==> src/rtl/vga_timing_gen.sv <==
`default_nettype none
// ============================================================================
// Module      : vga_timing_gen
// Description : Parametrised raster timing generator with programmable sync
//               polarity, enable/stall, line/frame strobes and frame counter.
// Revision    : 1.0 - initial release
// ============================================================================
module vga_timing_gen #(
    parameter int H_VISIBLE  = 640,
    parameter int H_FRONT    = 16,
    parameter int H_SYNC     = 96,
    parameter int H_BACK     = 48,
    parameter int V_VISIBLE  = 480,
    parameter int V_FRONT    = 10,
    parameter int V_SYNC     = 2,
    parameter int V_BACK     = 33,
    parameter int H_SYNC_POL = 0,
    parameter int V_SYNC_POL = 0,
    parameter int PIPE_DELAY = 1,
    parameter int COORD_W    = 10,
    parameter int FCOUNT_W   = 8
) (
    input  logic                vga_clock,
    input  logic                vga_reset_n,
    input  logic                enable,
    output logic [COORD_W-1:0]  vga_col,
    output logic [COORD_W-1:0]  vga_row,
    output logic                vga_valid,
    output logic                h_sync,
    output logic                v_sync,
    output logic                line_start,
    output logic                frame_start,
    output logic [FCOUNT_W-1:0] frame_count
);

    localparam int H_TOTAL = H_VISIBLE + H_FRONT + H_SYNC + H_BACK;
    localparam int V_TOTAL = V_VISIBLE + V_FRONT + V_SYNC + V_BACK;

    generate
        if (H_VISIBLE <= 0 || H_FRONT <= 0 || H_SYNC <= 0 || H_BACK <= 0 ||
            V_VISIBLE <= 0 || V_FRONT <= 0 || V_SYNC <= 0 || V_BACK <= 0) begin : g_bad_field
            $error("vga_timing_gen: every timing field must be non-zero");
        end
        if (PIPE_DELAY < 1 || PIPE_DELAY > 8) begin : g_bad_delay
            $error("vga_timing_gen: PIPE_DELAY must be in 1..8");
        end
        if (((H_TOTAL - 1) >> COORD_W) != 0 || ((V_TOTAL - 1) >> COORD_W) != 0) begin : g_bad_width
            $error("vga_timing_gen: COORD_W too narrow for H_TOTAL/V_TOTAL");
        end
    endgenerate

    localparam logic [COORD_W-1:0] H_LAST   = COORD_W'(H_TOTAL - 1);
    localparam logic [COORD_W-1:0] V_LAST   = COORD_W'(V_TOTAL - 1);
    localparam logic [COORD_W-1:0] H_VIS    = COORD_W'(H_VISIBLE);
    localparam logic [COORD_W-1:0] V_VIS    = COORD_W'(V_VISIBLE);
    localparam logic [COORD_W-1:0] HS_START = COORD_W'(H_VISIBLE + H_FRONT);
    localparam logic [COORD_W-1:0] HS_END   = COORD_W'(H_VISIBLE + H_FRONT + H_SYNC);
    localparam logic [COORD_W-1:0] VS_START = COORD_W'(V_VISIBLE + V_FRONT);
    localparam logic [COORD_W-1:0] VS_END   = COORD_W'(V_VISIBLE + V_FRONT + V_SYNC);
    localparam logic               HS_ON    = (H_SYNC_POL != 0);
    localparam logic               VS_ON    = (V_SYNC_POL != 0);

    // Flag bundle order: {frame_start, line_start, v_sync, h_sync, valid}
    localparam logic [4:0]         FLAGS_IDLE = {1'b0, 1'b0, ~VS_ON, ~HS_ON, 1'b0};

    logic [COORD_W-1:0]  col;
    logic [COORD_W-1:0]  row;
    logic [FCOUNT_W-1:0] fcount;
    logic [4:0]          decode;
    logic                hs_act;
    logic                vs_act;
    logic [4:0]          pipe [PIPE_DELAY];

    always_ff @(posedge vga_clock or negedge vga_reset_n) begin
        if (!vga_reset_n) begin
            col    <= '0;
            row    <= '0;
            fcount <= '0;
        end else if (enable) begin
            if (col == H_LAST) begin
                col <= '0;
                if (row == V_LAST) begin
                    row    <= '0;
                    fcount <= fcount + FCOUNT_W'(1);
                end else begin
                    row <= row + COORD_W'(1);
                end
            end else begin
                col <= col + COORD_W'(1);
            end
        end
    end

    always_comb begin
        hs_act = (col >= HS_START) && (col < HS_END);
        vs_act = (row >= VS_START) && (row < VS_END);
        decode = {(col == '0) && (row == '0),
                  (col == '0),
                  vs_act ? VS_ON : ~VS_ON,
                  hs_act ? HS_ON : ~HS_ON,
                  (col < H_VIS) && (row < V_VIS)};
    end

    // Delay line aligns the flags with the renderer's pixel latency.
    always_ff @(posedge vga_clock or negedge vga_reset_n) begin
        if (!vga_reset_n) begin
            for (int i = 0; i < PIPE_DELAY; i++) begin
                pipe[i] <= FLAGS_IDLE;
            end
        end else if (enable) begin
            pipe[0] <= decode;
            for (int i = 1; i < PIPE_DELAY; i++) begin
                pipe[i] <= pipe[i-1];
            end
        end
    end

    assign vga_col     = col;
    assign vga_row     = row;
    assign frame_count = fcount;
    assign frame_start = pipe[PIPE_DELAY-1][4];
    assign line_start  = pipe[PIPE_DELAY-1][3];
    assign v_sync      = pipe[PIPE_DELAY-1][2];
    assign h_sync      = pipe[PIPE_DELAY-1][1];
    assign vga_valid   = pipe[PIPE_DELAY-1][0];

endmodule
`default_nettype wire

==> config.mk <==
export PLATFORM = sky130hd
export DESIGN_NAME = vga_timing_gen
export DESIGN_NICKNAME = d
export VERILOG_FILES = /design/src/rtl/vga_timing_gen.sv
export SDC_FILE = /design/constraint.sdc
export NUM_CORES = 1
export LEC_CHECK = 0
export CAP_MARGIN = 20
export CORE_AREA = 10 10 80 68
export DETAILED_ROUTE_END_ITERATION = 7
export DIE_AREA = 0 0 90 78
export PLACE_DENSITY = 0.73
export SLEW_MARGIN = 20
export SYNTH_ARGS = -nofsm -noshare
export SYNTH_HDL_FRONTEND = slang
export SYNTH_SLANG_ARGS = --single-unit
export TNS_END_PERCENT = 5
==> constraint.sdc <==
create_clock -name vga_clock -period 2.2 [get_ports vga_clock]
set_clock_uncertainty 0.1 [all_clocks]
set_input_delay 0.22 -clock vga_clock [delete_from_list [all_inputs] [get_ports vga_clock]]
set_output_delay 0.22 -clock vga_clock [all_outputs]
set_load 0.01 [all_outputs]
Yosys cells after proc, flatten, opt, wreduce, memory -nomap -nowiden
Index checks and enable logic that the tools add are counted.
- output and inout bits: 33
- bits in registers: 33
- word-level logic and storage cells: 27
- input bits: 3
- $lt $le $gt $ge: 6
- multiplexer cells: 4
- add/sub/neg operators: 3
- eq/ne operators: 2
- reductions and logical operators: 8
- operators with widths (kind ; number):
    $add 10x1->10 const B ; 2
    $eq 10x10->1 const B ; 2
    $logic_not 10->1 ; 2
    $lt 10x10->1 const B ; 2
    $lt 10x9->1 const B ; 2
    $mux 10 ; 2
    $ge 10x10->1 const B ; 1
    $ge 10x9->1 const B ; 1
    $add 8x1->8 const B ; 1
    $logic_and 1x1->1 ; 4
    $reduce_and 3->1 ; 1
    $mux 1 ; 2
    $reduce_and 2->1 ; 1

Longest topological paths before layout
- word-level depth: 3
- gate-level depth with buffers: 7
- mapped depth without buffers: 6

Least setup slack after synthesis
No wires, ideal clock.
- path type: register -> register
- start point: register row[0] (netlist: vga_row[0])
- end point: register row[0] (netlist: vga_row[0])
- path buffers: 1
- path slack: -0.111 ns
- clock period less this slack: 2.311 ns
- cell stages (with the launch flop): 8
- data required time: 1.975 ns
- arrival: 2.086 ns
- path through: dfrtp_1 > inv_1 > ha_1 > or3b_2 > nor4_1 > clkbuf_1 > a31oi_1 > mux2_2
- word-level cells in the longest chain between the ends: 2
- ends and longest elaborated chain (what ; RTL line ; source):
    start: declaration ; 67 ; logic [COORD_W-1:0] row;
    start signal: assignment ; 86 ; row <= row + COORD_W'(1);
    $add 10x1->10 / $eq 10x10->1 (equally long branches) ; 86, 82 ;
    $mux 10 (*) ; 82 ; if (row == V_LAST) begin
Every way passes the cells marked *; elsewhere a longest branch is shown, timed or not.
A chain may end at the register's enable or synchronous reset.

Worst setup path after layout
- start point: register col[7] (netlist: vga_col[7])
- end point: register row[3] (netlist: vga_row[3])
- word-level cells in the longest chain between the ends: 2
- ends and longest elaborated chain (what ; RTL line ; source):
    start: declaration ; 66 ; logic [COORD_W-1:0] col;
    start signal: assignment ; 89 ; col <= col + COORD_W'(1);
    $eq 10x10->1 ; 80 ; if (col == H_LAST) begin
    $reduce_and 2->1 (no line) ; n/a ;
No other way between the ends.

==> results.sh <==
export IMPL_drv_cap=0
export IMPL_synth_xor_area_share_pct=9.90
export IMPL_critPathMaxFanout=5
export IMPL_critPathCaptureType="flip-flop"
export IMPL_synth_top_family_by_area="simple AND/OR/NAND/NOR gates"
export IMPL_final_max_slew_viol_count=0
export IMPL_root_buffer="clkbuf_8"
export IMPL_io_pins=36
export IMPL_wl_um=3990
export IMPL_finalNetCount=233
export IMPL_slew_headroom_pct=68.6
export IMPL_cp_slowest_cell="or4_4"
export IMPL_worst_setup_path_type="flip-flop to flip-flop"
export IMPL_globalplace_congestion=0.815
export IMPL_drcViolationCount=0
export IMPL_synthesis_area_um2=1680
export IMPL_p_per_area_nw_per_um2=696
export IMPL_n_fill_cell=356
export IMPL_wl_per_cell_um=14.1
export IMPL_vias=1439
export IMPL_synth_top_cell_by_area="dfrtp_1"
export IMPL_gr_usage_met2_pct=17.6
export IMPL_ys_seq_elements=33
export IMPL_dieArea_um2=7020
export IMPL_tightest_slew_ns=0.467
export IMPL_crit_top_cell="or3_1"
export IMPL_grt_pass1_wl_um=6840
export IMPL_grt_overflow=0
export IMPL_syn_nets=176
export IMPL_grt_max_degree=34
export IMPL_ys_async_sr_fraction_pct=100
export IMPL_clk_latency_ns=0.28
export IMPL_rows=21
export IMPL_grt_pass1_vias=1425
export IMPL_die_y_um=78
export IMPL_clk_pin_slew_worst_paths_ns=0.07
export IMPL_synthTopCellsByCount="dfrtp_1 (31), xnor2_1 (16), nand2_1 (14), nand3_1 (12), nor2_1 (11)"
export IMPL_worstPathArrival_ns=2.22
export IMPL_met1_usage_pct=14.9
export IMPL_hpwl_um=2910
export IMPL_initial_core_util_pct=42.4
export IMPL_synth_mux_area_share_pct=2.60
export IMPL_drt_initial_drc_count=101
export IMPL_synth_area_per_cell_um2=10.1
export IMPL_synth_area_leaders="dfrtp_1 (46%), xnor2_1 (8.3%), ha_1 (4.5%), nand4_1 (3.7%), nand3_1 (3.6%)"
export IMPL_antenna_found_initial=0
export IMPL_worstPathCellList="or3_1 > or4_4 > or3_1 > a21boi_1"
export IMPL_yosysTopAreaCellShare_pct=46.1
export IMPL_first_pass_iters=5
export IMPL_ir_drop_v=0.000430
export IMPL_portBuffers=35
export IMPL_worst_slack_ns=0.0937
export IMPL_netlist_instances=167
export IMPL_hp_class="input port to asynchronous set/reset pin"
export IMPL_ys_types=32
export IMPL_syn_to_final_growth_pct=39.2
export IMPL_ctsHtreeMaxLevel=2
export IMPL_layout_drive_gt1_share_pct=16.0
export IMPL_cts_hold_fix_buffers=0
export IMPL_setup_tns_ns=0
export IMPL_yosys_area_share_simple_pct=23.8
export IMPL_period_share_pct=95.7
export IMPL_rsz0062_at_grt="no"
export IMPL_yosysWarningCount=0
export IMPL_fmax_mhz=475
export IMPL_die_x_um=90
export IMPL_top_usage_layer="met2"
export IMPL_leakagePower_nw=1.00
export IMPL_start_kind="flip-flop"
export IMPL_clkSinkCount=33
export IMPL_cts_made_buffers=5
export IMPL_synthAdderAreaFrac_pct=4.46
export IMPL_track_usage_pct=11.6
export IMPL_cts_tree="built"
export IMPL_met3_usage_pct=3.46
export IMPL_synth_edf_count=0
export IMPL_regArea_um2=828
export IMPL_yosysMostFrequentCell="dfrtp_1"
export IMPL_finalSetupViolCount=0
export IMPL_via_per_inst=5.10
export IMPL_diodes=0
export IMPL_ant_nets=0
export IMPL_cts_max_path_buffers=2
export IMPL_preCtsSetupSlack_ns=-0.0143
export IMPL_finalHoldViolCount=0
export IMPL_status="completed"
export IMPL_multiInputGateArea_um2=817
export IMPL_cpPeakStageDelay_ns=0.60
export IMPL_ys_flop_type="dfrtp_1"
export IMPL_synth_seq_area_share_pct=49.3
export IMPL_required_ns=2.31
export IMPL_fin_crit_ns=2.11
export IMPL_core_area_um2=3970
export IMPL_synth_compound_gate_area_share_pct=6.92
export IMPL_final_core_util_pct=59.0
[cell type report]
type / count / area share [%]
clock inverters: 1 / 0.214
well taps: 57 / 3.05
multi-input cells: 123 / 34.9
repair buffers: 55 / 21.4
flip-flops and latches: 33 / 35.4
clock buffers: 7 / 4.12
inverters: 6 / 0.962
[report_power, final]
group	switching, mW	total (mW)	internal, mW
Combinational	0.202	0.408	0.206
Sequential	0.0575	0.719	0.661
Clock	0.220	0.503	0.283
[kinds of logic (layout without fill, tap and decap cells)]
logic type,count (synthesis),after routing
and+or+nand+nor,76,76
DFF,33,33
xor gates and xnor gates,19,19
AOI/OAI and AO/OA,18,18
buffers and inverters,11,69
adders and majority gates,6,6
muxes,4,4
[stage by stage]
stage          power (mW)  hold WS (ns)  instances  area, um^2
2_1_floorplan       0.928        -0.176        167        1690
3_3_place_gp         1.14         0.361        273        2220
6_report             1.63         0.230        282        2340
5_1_grt              1.72         0.266        282        2340
4_1_cts              1.64         0.244        281        2330
3_5_place_dp         1.14         0.367        273        2220
[worst max-delay path: cells and delay by family, from the launching register on]
| family | cells | cell delay [ns] |
|---|---|---|
| AND/OR/NAND/NOR | 3 | 1.42 |
| AO/OA/AOI/OAI | 1 | 0.14 |
| flip-flops | 1 | 0.38 |
[cells in the final DEF, fill, tap and decap left out, drive strengths merged]
cell,n
clkbuf,7
mux2,3
a22o,2
xor2,3
a21o,1
o21ai,7
inv,6
nor3,6
a32o,1
dfrtp,31
nand2b,1
nand2,14
xnor2,16
o41ai,1
and4,1
or4,1
nand4,10
buf,20
dfstp,2
clkdlybuf4s50,35
a31oi,1
a21oi,3
or3b,1
and3,7
ha,6
nand3,12
a211o,1
or3,4
a21boi,1
nor4,8
clkinv,1
mux2i,1
nor2,11
[flip-flops by register name, indices dropped and copies added, names as in the netlist]
| signal | flops |
|---|---|
| pipe | 5 |
| frame_count | 8 |
| vga_row | 10 |
| vga_col | 10 |
[per-layer routing]
| layer | vias to the layer above | wire length (um) | part of all wire (%) |
|---|---|---|---|
| met3 | 7 | 247 | 6.2 |
| met2 | 45 | 1790 | 45 |
| met4 | 0 | 62 | 1.6 |
| met1 | 679 | 1890 | 47 |
| met5 | - | 0 | 0 |
| li1 | 708 | - | - |
[path summary, 6_finish.rpt]
path | depth (start not counted) | endpoint | slack [ns] | startpoint
hold / removal | 2 | vga_row[6] | 0.23 | vga_reset_n
hold reg to reg | 1 | frame_count[7] | 0.37 | frame_count[7]
setup reg to reg | 4 | vga_row[3] | 0.09 | vga_col[7]
min in group vga_clock | 1 | frame_count[7] | 0.37 | frame_count[7]
max in group asynchronous | 2 | pipe[1] | 1.44 | vga_reset_n
setup / recovery | 4 | vga_row[3] | 0.09 | vga_col[7]
[timing repair]
item	in CTS	in global routing
setup buffers	0	1
pin swaps	0	1
hold endpoints to repair	0	0
endpoints found under the setup margin	1	4
gates resized for setup	1	0
Note: power is estimated with default switching activity, not from simulation.
